**config.mk**
```make
export PLATFORM = sky130hd
export DESIGN_NAME = instr_fetch_flat
export DESIGN_NICKNAME = d
export VERILOG_FILES = /design/src/rtl/mips_pkg.sv /design/src/rtl/instr_fetch_if.sv /design/src/rtl/instr_fetch_next_pc_logic.sv /design/src/rtl/instr_fetch.sv /design/src/flat_wrapper.sv
export SDC_FILE = /design/constraint.sdc
export NUM_CORES = 1
export LEC_CHECK = 0
export BUFFER_PORTS_ARGS = -buffer_cell sky130_fd_sc_hd__buf_2
export CORE_ASPECT_RATIO = 1.75
export CORE_MARGIN = 2
export CORE_UTILIZATION = 52
export CTS_CLUSTER_SIZE = 10
export DETAILED_ROUTE_END_ITERATION = 10
export PLACE_DENSITY = 0.82
export SLEW_MARGIN = 20
export SYNTH_ARGS = -nofsm -noshare
export SYNTH_HDL_FRONTEND = slang
export SYNTH_SLANG_ARGS = --single-unit
```
**constraint.sdc**
```tcl
create_clock -name clk -period 4.9 [get_ports clk]
set_clock_uncertainty 0.2 [all_clocks]
set_input_delay 0.98 -clock clk [delete_from_list [all_inputs] [get_ports clk]]
set_output_delay 0.98 -clock clk [all_outputs]
set_load 0.03 [all_outputs]
```
**src/rtl/mips_pkg.sv**
```systemverilog
`default_nettype none
// ============================================================================
//  Module      : mips_pkg
//  Description : Shared types and constants for the MIPS fetch stage.
//                Holds the fetch FSM state type, instruction field positions
//                and the default reset PC.
//  Revision    : 1.0 - initial release
// ============================================================================
package mips_pkg;

    typedef enum logic [1:0] {
        S_IDLE  = 2'd0,
        S_FETCH = 2'd1,
        S_EXEC  = 2'd2
    } fetch_state_t;

    localparam int OPCODE_MSB  = 31;
    localparam int OPCODE_LSB  = 26;
    localparam int IMM_WIDTH   = 16;
    localparam int JADDR_WIDTH = 26;

    localparam logic [31:0] DEFAULT_RESET_PC = 32'h0000_0000;

endpackage
`default_nettype wire

```
**src/rtl/instr_fetch_if.sv**
```systemverilog
`default_nettype none
// ============================================================================
//  Module      : instr_fetch_if
//  Description : Instruction memory request/ready bus. The fetch stage is the
//                master (drives address and request), the memory is the slave
//                (returns data and ready in the same cycle).
//  Revision    : 1.0 - initial release
// ============================================================================
interface instr_fetch_if #(
    parameter int PC_WIDTH = 32
) ();

    logic [PC_WIDTH-1:0] imem_addr;
    logic                imem_req;
    logic [31:0]         imem_rdata;
    logic                imem_ready;

    modport master (
        output imem_addr,
        output imem_req,
        input  imem_rdata,
        input  imem_ready
    );

    modport slave (
        input  imem_addr,
        input  imem_req,
        output imem_rdata,
        output imem_ready
    );

endinterface
`default_nettype wire

```
**src/rtl/instr_fetch_next_pc_logic.sv**
```systemverilog
`default_nettype none
// ============================================================================
//  Module      : next_pc_logic
//  Description : Combinational next-PC selection. Jump has priority over a
//                taken branch, otherwise sequential pc+4. All adds wrap
//                modulo 2^PC_WIDTH.
//  Revision    : 1.0 - initial release
// ============================================================================
module next_pc_logic
    import mips_pkg::*;
#(
    parameter int PC_WIDTH = 32
) (
    input  wire logic [PC_WIDTH-1:0] pc_plus4,
    input  wire logic [31:0]         instr,
    input  wire logic                sign_branch,
    input  wire logic                sign_jump,
    input  wire logic                alu_zero,
    output logic      [PC_WIDTH-1:0] next_pc
);

    logic [PC_WIDTH-1:0] w_jump_target;
    logic [PC_WIDTH-1:0] w_branch_offset;
    logic [PC_WIDTH-1:0] w_branch_target;

    // The opcode field plays no part in target computation.
    logic w_unused_opcode;
    assign w_unused_opcode = &{1'b0, instr[31:JADDR_WIDTH]};

    // Jump keeps the upper region bits of pc+4 and replaces the rest.
    assign w_jump_target   = {pc_plus4[PC_WIDTH-1:JADDR_WIDTH+2],
                              instr[JADDR_WIDTH-1:0], 2'b00};

    // Word offset, sign-extended to the PC width; wraps naturally.
    assign w_branch_offset = {{(PC_WIDTH-IMM_WIDTH-2){instr[IMM_WIDTH-1]}},
                              instr[IMM_WIDTH-1:0], 2'b00};
    assign w_branch_target = pc_plus4 + w_branch_offset;

    // Priority select: jump, then taken branch, then sequential.
    always_comb begin
        next_pc = pc_plus4;
        if (sign_jump) begin
            next_pc = w_jump_target;
        end else if (sign_branch && alu_zero) begin
            next_pc = w_branch_target;
        end
    end

endmodule
`default_nettype wire

```
**src/rtl/instr_fetch.sv**
```systemverilog
`default_nettype none
// ============================================================================
//  Module      : instr_fetch
//  Description : MIPS instruction fetch stage. Holds the PC, fetches over a
//                request/ready bus into an instruction register, presents the
//                opcode to control, and advances the PC from branch/jump
//                controls unless stalled.
//                Optional macro IFETCH_INSTR_COUNT_EN adds a 32-bit count of
//                fetched instructions on output instr_count.
//  Revision    : 1.0 - initial release
// ============================================================================
module instr_fetch
    import mips_pkg::*;
#(
    parameter int                PC_WIDTH = 32,
    parameter logic [PC_WIDTH-1:0] RESET_PC = PC_WIDTH'(DEFAULT_RESET_PC)
) (
    input  wire logic                clk,
    input  wire logic                rst_n,
    instr_fetch_if.master            imem,
    input  wire logic                sign_branch,
    input  wire logic                sign_jump,
    input  wire logic                alu_zero,
    input  wire logic                stall,
    output logic      [PC_WIDTH-1:0] pc,
    output logic      [PC_WIDTH-1:0] pc_plus4,
    output logic      [31:0]         instr,
    output logic      [5:0]          op_code,
    output logic                     instr_valid
`ifdef IFETCH_INSTR_COUNT_EN
    ,
    output logic      [31:0]         instr_count
`endif
);

    fetch_state_t        r_state;
    fetch_state_t        w_state_nxt;
    logic [PC_WIDTH-1:0] r_pc;
    logic [31:0]         r_instr;
    logic [PC_WIDTH-1:0] w_pc_plus4;
    logic [PC_WIDTH-1:0] w_next_pc;
    logic                w_load_instr;
    logic                w_advance_pc;
    logic                w_req;
    logic                w_valid;

    assign w_pc_plus4 = r_pc + PC_WIDTH'(4);

    next_pc_logic #(
        .PC_WIDTH (PC_WIDTH)
    ) u_next_pc_logic (
        .pc_plus4    (w_pc_plus4),
        .instr       (r_instr),
        .sign_branch (sign_branch),
        .sign_jump   (sign_jump),
        .alu_zero    (alu_zero),
        .next_pc     (w_next_pc)
    );

    // FSM state register.
    always_ff @(posedge clk) begin
        if (!rst_n) begin
            r_state <= S_IDLE;
        end else begin
            r_state <= w_state_nxt;
        end
    end

    // Next state and per-state strobes; control inputs matter only where used.
    always_comb begin
        w_state_nxt  = r_state;
        w_load_instr = 1'b0;
        w_advance_pc = 1'b0;
        w_req        = 1'b0;
        w_valid      = 1'b0;
        case (r_state)
            S_IDLE: begin
                w_state_nxt = S_FETCH;
            end
            S_FETCH: begin
                w_req = 1'b1;
                if (imem.imem_ready) begin
                    w_load_instr = 1'b1;
                    w_state_nxt  = S_EXEC;
                end
            end
            S_EXEC: begin
                w_valid = 1'b1;
                if (!stall) begin
                    w_advance_pc = 1'b1;
                    w_state_nxt  = S_FETCH;
                end
            end
            default: begin
                w_state_nxt = S_IDLE;
            end
        endcase
    end

    // PC and instruction register; reset drops any pending load or update.
    always_ff @(posedge clk) begin
        if (!rst_n) begin
            r_pc    <= RESET_PC;
            r_instr <= 32'h0;
        end else begin
            if (w_load_instr) begin
                r_instr <= imem.imem_rdata;
            end
            if (w_advance_pc) begin
                r_pc <= w_next_pc;
            end
        end
    end

`ifdef IFETCH_INSTR_COUNT_EN
    logic [31:0] r_instr_count;

    // Count each completed fetch; wraps at 2^32.
    always_ff @(posedge clk) begin
        if (!rst_n) begin
            r_instr_count <= 32'h0;
        end else if (w_load_instr) begin
            r_instr_count <= r_instr_count + 32'd1;
        end
    end

    assign instr_count = r_instr_count;
`endif

    assign imem.imem_addr = r_pc;
    assign imem.imem_req  = w_req;
    assign pc             = r_pc;
    assign pc_plus4       = w_pc_plus4;
    assign instr          = r_instr;
    assign op_code        = r_instr[OPCODE_MSB:OPCODE_LSB];
    assign instr_valid    = w_valid;

endmodule
`default_nettype wire

```
**src/flat_wrapper.sv**
```systemverilog
// flat-port wrapper written by rule: the top's interface ports become plain ports
module instr_fetch_flat import mips_pkg::*;
#(
    parameter int                PC_WIDTH = 32,
    parameter logic [PC_WIDTH-1:0] RESET_PC = PC_WIDTH'(DEFAULT_RESET_PC)
)
  (clk, rst_n, sign_branch, sign_jump, alu_zero, stall, pc, pc_plus4, instr, op_code, instr_valid, imem_imem_addr, imem_imem_req, imem_imem_rdata, imem_imem_ready);
  instr_fetch_if #(.PC_WIDTH(PC_WIDTH)) imem_i ();
  input  wire logic clk;
  input  wire logic rst_n;
  input  wire logic sign_branch;
  input  wire logic sign_jump;
  input  wire logic alu_zero;
  input  wire logic stall;
  output logic      [PC_WIDTH-1:0] pc;
  output logic      [PC_WIDTH-1:0] pc_plus4;
  output logic      [31:0] instr;
  output logic      [5:0] op_code;
  output logic instr_valid;
  output wire logic [$bits(imem_i.imem_addr)-1:0] imem_imem_addr;
  output wire logic [$bits(imem_i.imem_req)-1:0] imem_imem_req;
  input wire logic [$bits(imem_i.imem_rdata)-1:0] imem_imem_rdata;
  input wire logic [$bits(imem_i.imem_ready)-1:0] imem_imem_ready;
  assign imem_imem_addr = imem_i.imem_addr;
  assign imem_imem_req = imem_i.imem_req;
  assign imem_i.imem_rdata = imem_imem_rdata;
  assign imem_i.imem_ready = imem_imem_ready;
  instr_fetch #(.PC_WIDTH(PC_WIDTH), .RESET_PC(RESET_PC)) u_core (.clk(clk), .rst_n(rst_n), .imem(imem_i), .sign_branch(sign_branch), .sign_jump(sign_jump), .alu_zero(alu_zero), .stall(stall), .pc(pc), .pc_plus4(pc_plus4), .instr(instr), .op_code(op_code), .instr_valid(instr_valid));
endmodule
```
# Word-level counts from Yosys, hierarchy flattened
# Index checks and enable logic that the tools add are counted.
# totals
register_bits,66
in_bits,39
# op_classes
eq_ne,4
n_addsub,2
muxes,11
n_reduce_logical,3
# ops
operator,count
2-to-1 mux 32 bit,2
"adder 32 x 3 -> 32 bit, second input constant",1
adder 32 bit,1
2-to-1 mux 1 bit,6
case mux 2 bit (3 select lines),1
2-to-1 mux 2 bit,2
"inequality test 2 bit, second input constant",2
"== test 2 x 1 -> 1 bit, second input constant",1
"== test 2 bit, second input constant",1
logical NOT 2 bit,1
AND reduction 2 bit,1
logical AND 1 bit,1

# Longest topological paths before layout
# logic_depth
depth_word,4
depth_mapped,17
mapped_depth_nobuf,17

# Hierarchy
# Synthesis repeated with hierarchy kept, for this count alone.
# unflattened
hier_cells,741
hier_area_um2,5564.1
# by_module_without_submodules
mod,area_each_um2,instances,cells_each
instr_fetch,3337.0,1,414
next_pc_logic,2227.1,1,327

# Worst setup path after synthesis
# No wires, ideal clock.
# synth_path
kind,register to register
startpoint,"register u_core.r_pc[2], in the netlist u_core.imem.imem_addr[2]"
endpoint,"register u_core.r_pc[31], in the netlist u_core.imem.imem_addr[31]"
setup_ps,72
t_arrival_ps,4042
required_ps,4628
slack_ps,586
stages_incl_launch_ff,14
cell_sequence,dfxtp_1 > ha_1 > and2_1 > nand2_1 > xnor2_1 > ha_1 > and2_1 > o311a_1 > o311ai_1 > a21oi_1 > o41ai_1 > mux2i_1 > mux2i_1 > mux2i_1
# synth_via
elab_chain_cells,4
# synth_lines
element,line,rtl
"start, declared",instr_fetch.sv:38,logic [PC_WIDTH-1:0] r_pc;
"start signal, assigned",instr_fetch.sv:110,r_pc <= w_next_pc;
adder 32 x 3 -> 32 bit,instr_fetch.sv:47,assign w_pc_plus4 = r_pc + PC_WIDTH'(4);
via pc_plus4[8],flat_wrapper.sv:16,output logic [PC_WIDTH-1:0] pc_plus4;
adder 32 bit,instr_fetch_next_pc_logic.sv:37,assign w_branch_target = pc_plus4 + w_branch_offset;
2-to-1 mux 32 bit,instr_fetch_next_pc_logic.sv:44,end else if (sign_branch && alu_zero) begin
2-to-1 mux 32 bit,instr_fetch_next_pc_logic.sv:42,if (sign_jump) begin
# The timed path passes the listed nets, and every way through them passes these cells.
# A chain may end at the register's enable or synchronous reset.

# Worst setup path in the final report
# layout_path
startpoint,"register u_core.r_pc[2], in the netlist u_core.imem.imem_addr[2]"
endpoint,"register u_core.r_pc[31], in the netlist u_core.imem.imem_addr[31]"
# layout_via
elab_chain_cells,4
# layout_lines
element,line
adder 32 x 3 -> 32 bit *,instr_fetch.sv:47
adder 32 bit,instr_fetch_next_pc_logic.sv:37
2-to-1 mux 32 bit,instr_fetch_next_pc_logic.sv:44
2-to-1 mux 32 bit *,instr_fetch_next_pc_logic.sv:42
# Mark *: on every way between the ends. The rest lies on a longest branch, timed or not.

==> key figures <==
STA
  • Final hold viol count: 0
  • Max-slew violation count: 0
  • Slack of the critical path: 0.550 ns
  • Max-slew headroom: 0.421
  • Hold Slack: 0.267 ns
  • Period utilization: 0.888
  • Max Freq: 230 MHz
  • Setup-failing EPs final: 0
  • RSZ-0062 raised after global routing: no
  • Tmin final: around 4.4 ns
  • Setup TNS: 0 ns
  • Worst Max-Slew Pin Slew: 0.858 ns

Placement
  • IO Port Bufs: roughly 170
  • Placed instance area: 5940 µm²
  • Hpwl dp: approximately 13000 µm
  • Worst slack, placed: just over 0.6 ns
  • GP Congestion: about 1.1

Synthesis
  • Yosys top cell area share: 0.241
  • Cell count after synthesis: between 700 and 800
  • Sequential share of the synthesized area: 0.241
  • Yosys cell types: 67
  • Main flop type after synthesis: dfxtp_1
  • Area contributors post-synth: dfxtp_1, nand2_1, a21oi_1
  • Avg Cell Area, Syn: 7.31 µm²
  • Mapped cell area: roughly 5300 µm²
  • Synthesis-stage register bit count: 64
  • Number of synthesized flops with an enable pin: 0
  • Leading area contributor after synthesis: dfxtp_1
  • Synth Warn #: 0
  • Ys async rst share: 0

Cells and area
  • Register Area: 1280 µm²
  • Fillers: roughly 960
  • Layout cell share with drive strength beyond 1: 0.241
  • P&R area growth vs syn: 17.2%
  • Final cell area excluding filler cells: about 6200 µm²
  • Multi-input logic area: 3550 µm²
  • Most frequent cells in the layout: buf_2, nand2_1, a21oi_1
  • Commonest non-fill, non-tap cell in the layout: buf_2
  • Final net count: 922
  • # diodes: 0

Clock tree
  • Clock-pin transition on the worst setup and hold timing paths: 0.06 ns
  • Clock Latency Late Sink: 0.33 ns
  • Hold buffers post-CTS: 0
  • Clock sink total: 64
  • Postcts setup bufs: 0
  • Number of gates resized after cts: 0
  • Root Driver: clkbuf_16
  • Cts bufs inserted: 9
  • H-tree depth: 3
  • Clk buf depth: 2
  • CTS tree: yes

Critical path
  • Startpoint Class: register
  • Worst Path Arrival: around 4.4 ns
  • Crit path max fanout: 8
  • Critical path type: reg -> reg
  • Critical Path RT: about 5.0 ns
  • Nature of the critical path endpoint: register

Hold path
  • Hold Path Class: reg -> reg

Status
  • Status: completed

Detailed routing
  • Avg Vias per Cell: 5.95
  • WL/cell: 17.8 µm
  • Antenna Nets Post-Route: 0
  • Initial DRC Count: 414
  • Vias: about 5800
  • DRC viols: 0
  • 1st-pass router iterations: 5
  • Routed WL: 17400 µm

Floorplanning
  • DIE AREA: 11100 µm²
  • Die Wd: between 80 and 90 µm
  • Boundary pin count: 175
  • Core ar.: 9910 µm²
  • Chip height: approximately 140 µm
  • Std-Cell Rows: 48
  • Initial core utilization: 0.537

Global routing
  • Overflow after GRT: 0
  • Largest net degree at the start of global routing: 38
  • Total GRT Usage: 0.309
  • Initial antenna violation count: 0
  • Vias in the first global route: approximately 5500
  • First-pass GRT wire length: 26800 µm

Power and ir drop
  • Peak supply drop: 0.000210 V
  • Leak Pwr: around 3.0 nW
  • Pwr dens: between 200 and 250 nW/µm²

Job
  • Max Cap Viol: 0
## power by group
part	switching, mW	internal (mW)	total (mW)
clock network	0.246	0.407	0.653
logic	0.166	0.0723	0.239
registers	0.0191	0.537	0.556
## synthesized netlist by cell type, drive strengths merged (2+ instances only)
cell	instances
xor2	16
a22oi	2
and4	3
o311ai	5
nand4	10
xnor2	34
inv	13
a21boi	4
a31oi	6
nor4	2
buf	45
nand3	19
or3	4
nor3	8
and3	8
a211oi	5
o41ai	2
a311oi	2
ha	36
and2	9
a21oi	95
nand2b	6
o22ai	3
dfxtp	64
a21o	15
o21ai	30
o22a	2
o31ai	6
nand2	132
mux2	2
nor2b	5
clkbuf	30
nor2	58
a22o	2
o211ai	19
mux2i	5
a221o	4
## worst paths after layout
check	from	to	slack (ns)	cells past startpoint
min reg2reg	u_core.instr[30]	u_core.instr[30]	0.27	2
min	u_core.instr[30]	u_core.instr[30]	0.27	2
max	u_core.imem.imem_addr[2]	u_core.imem.imem_addr[31]	0.55	14
max reg2reg	u_core.imem.imem_addr[2]	u_core.imem.imem_addr[31]	0.55	14
## routing by layer
metal | global-route usage | vias to the layer above | wire [µm]
met1 | 0.329 | 2718 | 6420
met2 | 0.564 | 252 | 9160
met3 | 0.0534 | 56 | 1040
li1 | - | 2778 | -
met5 | 0 | - | 0
met4 | 0.172 | 0 | 785
## layout make-up
cell class / count / area share
Clock buffer: 11 / 0.0389
Clock inverter: 5 / 0.00902
Inverter: 14 / 0.00842
Multi-Input combinational cell: 581 / 0.569
Sequential cell: 64 / 0.205
Tap cell: 125 / 0.0251
Timing Repair Buffer: 176 / 0.144
## critical path, cell delays in order (launching register included)
cell and delay [ns]:
dfxtp_1 0.47, ha_1 0.27, and2_1 0.27, nand2_1 0.10
xnor2_1 0.38, ha_1 0.39, and2_1 0.22, and3_1 0.19
o311a_1 0.13, o311ai_1 0.44, a21oi_1 0.16, o41ai_1 0.38
mux2i_1 0.27, mux2i_1 0.24, mux2i_1 0.19
## state kept, by name (all words and copies together) (netlist names)
signal and count:
u_core.r_state 2, u_core.instr 32, u_core.imem.imem_addr 30
## stage by stage
step,std cells,power (mW),utilization
after floorplan,734,0.735,-
after global placement,960,0.800,0.600
after detailed placement,960,0.802,0.600
after CTS,976,1.45,0.630
after global routing,976,1.49,0.630
final,976,1.45,0.630
## cells by family (layout without fill, tap and decap cells)
logic type | count (synthesis) | count (layout) | synth area share
multiplexers | 7 | 7 | 0.0136
other | 1 | 6 | 0.000704
XOR/XNOR | 50 | 50 | 0.0822
AO/OA/AOI/OAI | 213 | 213 | 0.255
flip-flops | 64 | 64 | 0.241
AND/OR/NAND/NOR | 268 | 268 | 0.224
adder cells (fa/ha/maj) | 37 | 37 | 0.0883
buffers and inverters | 89 | 206 | 0.0961
Note: power is estimated with default switching activity, not from simulation.
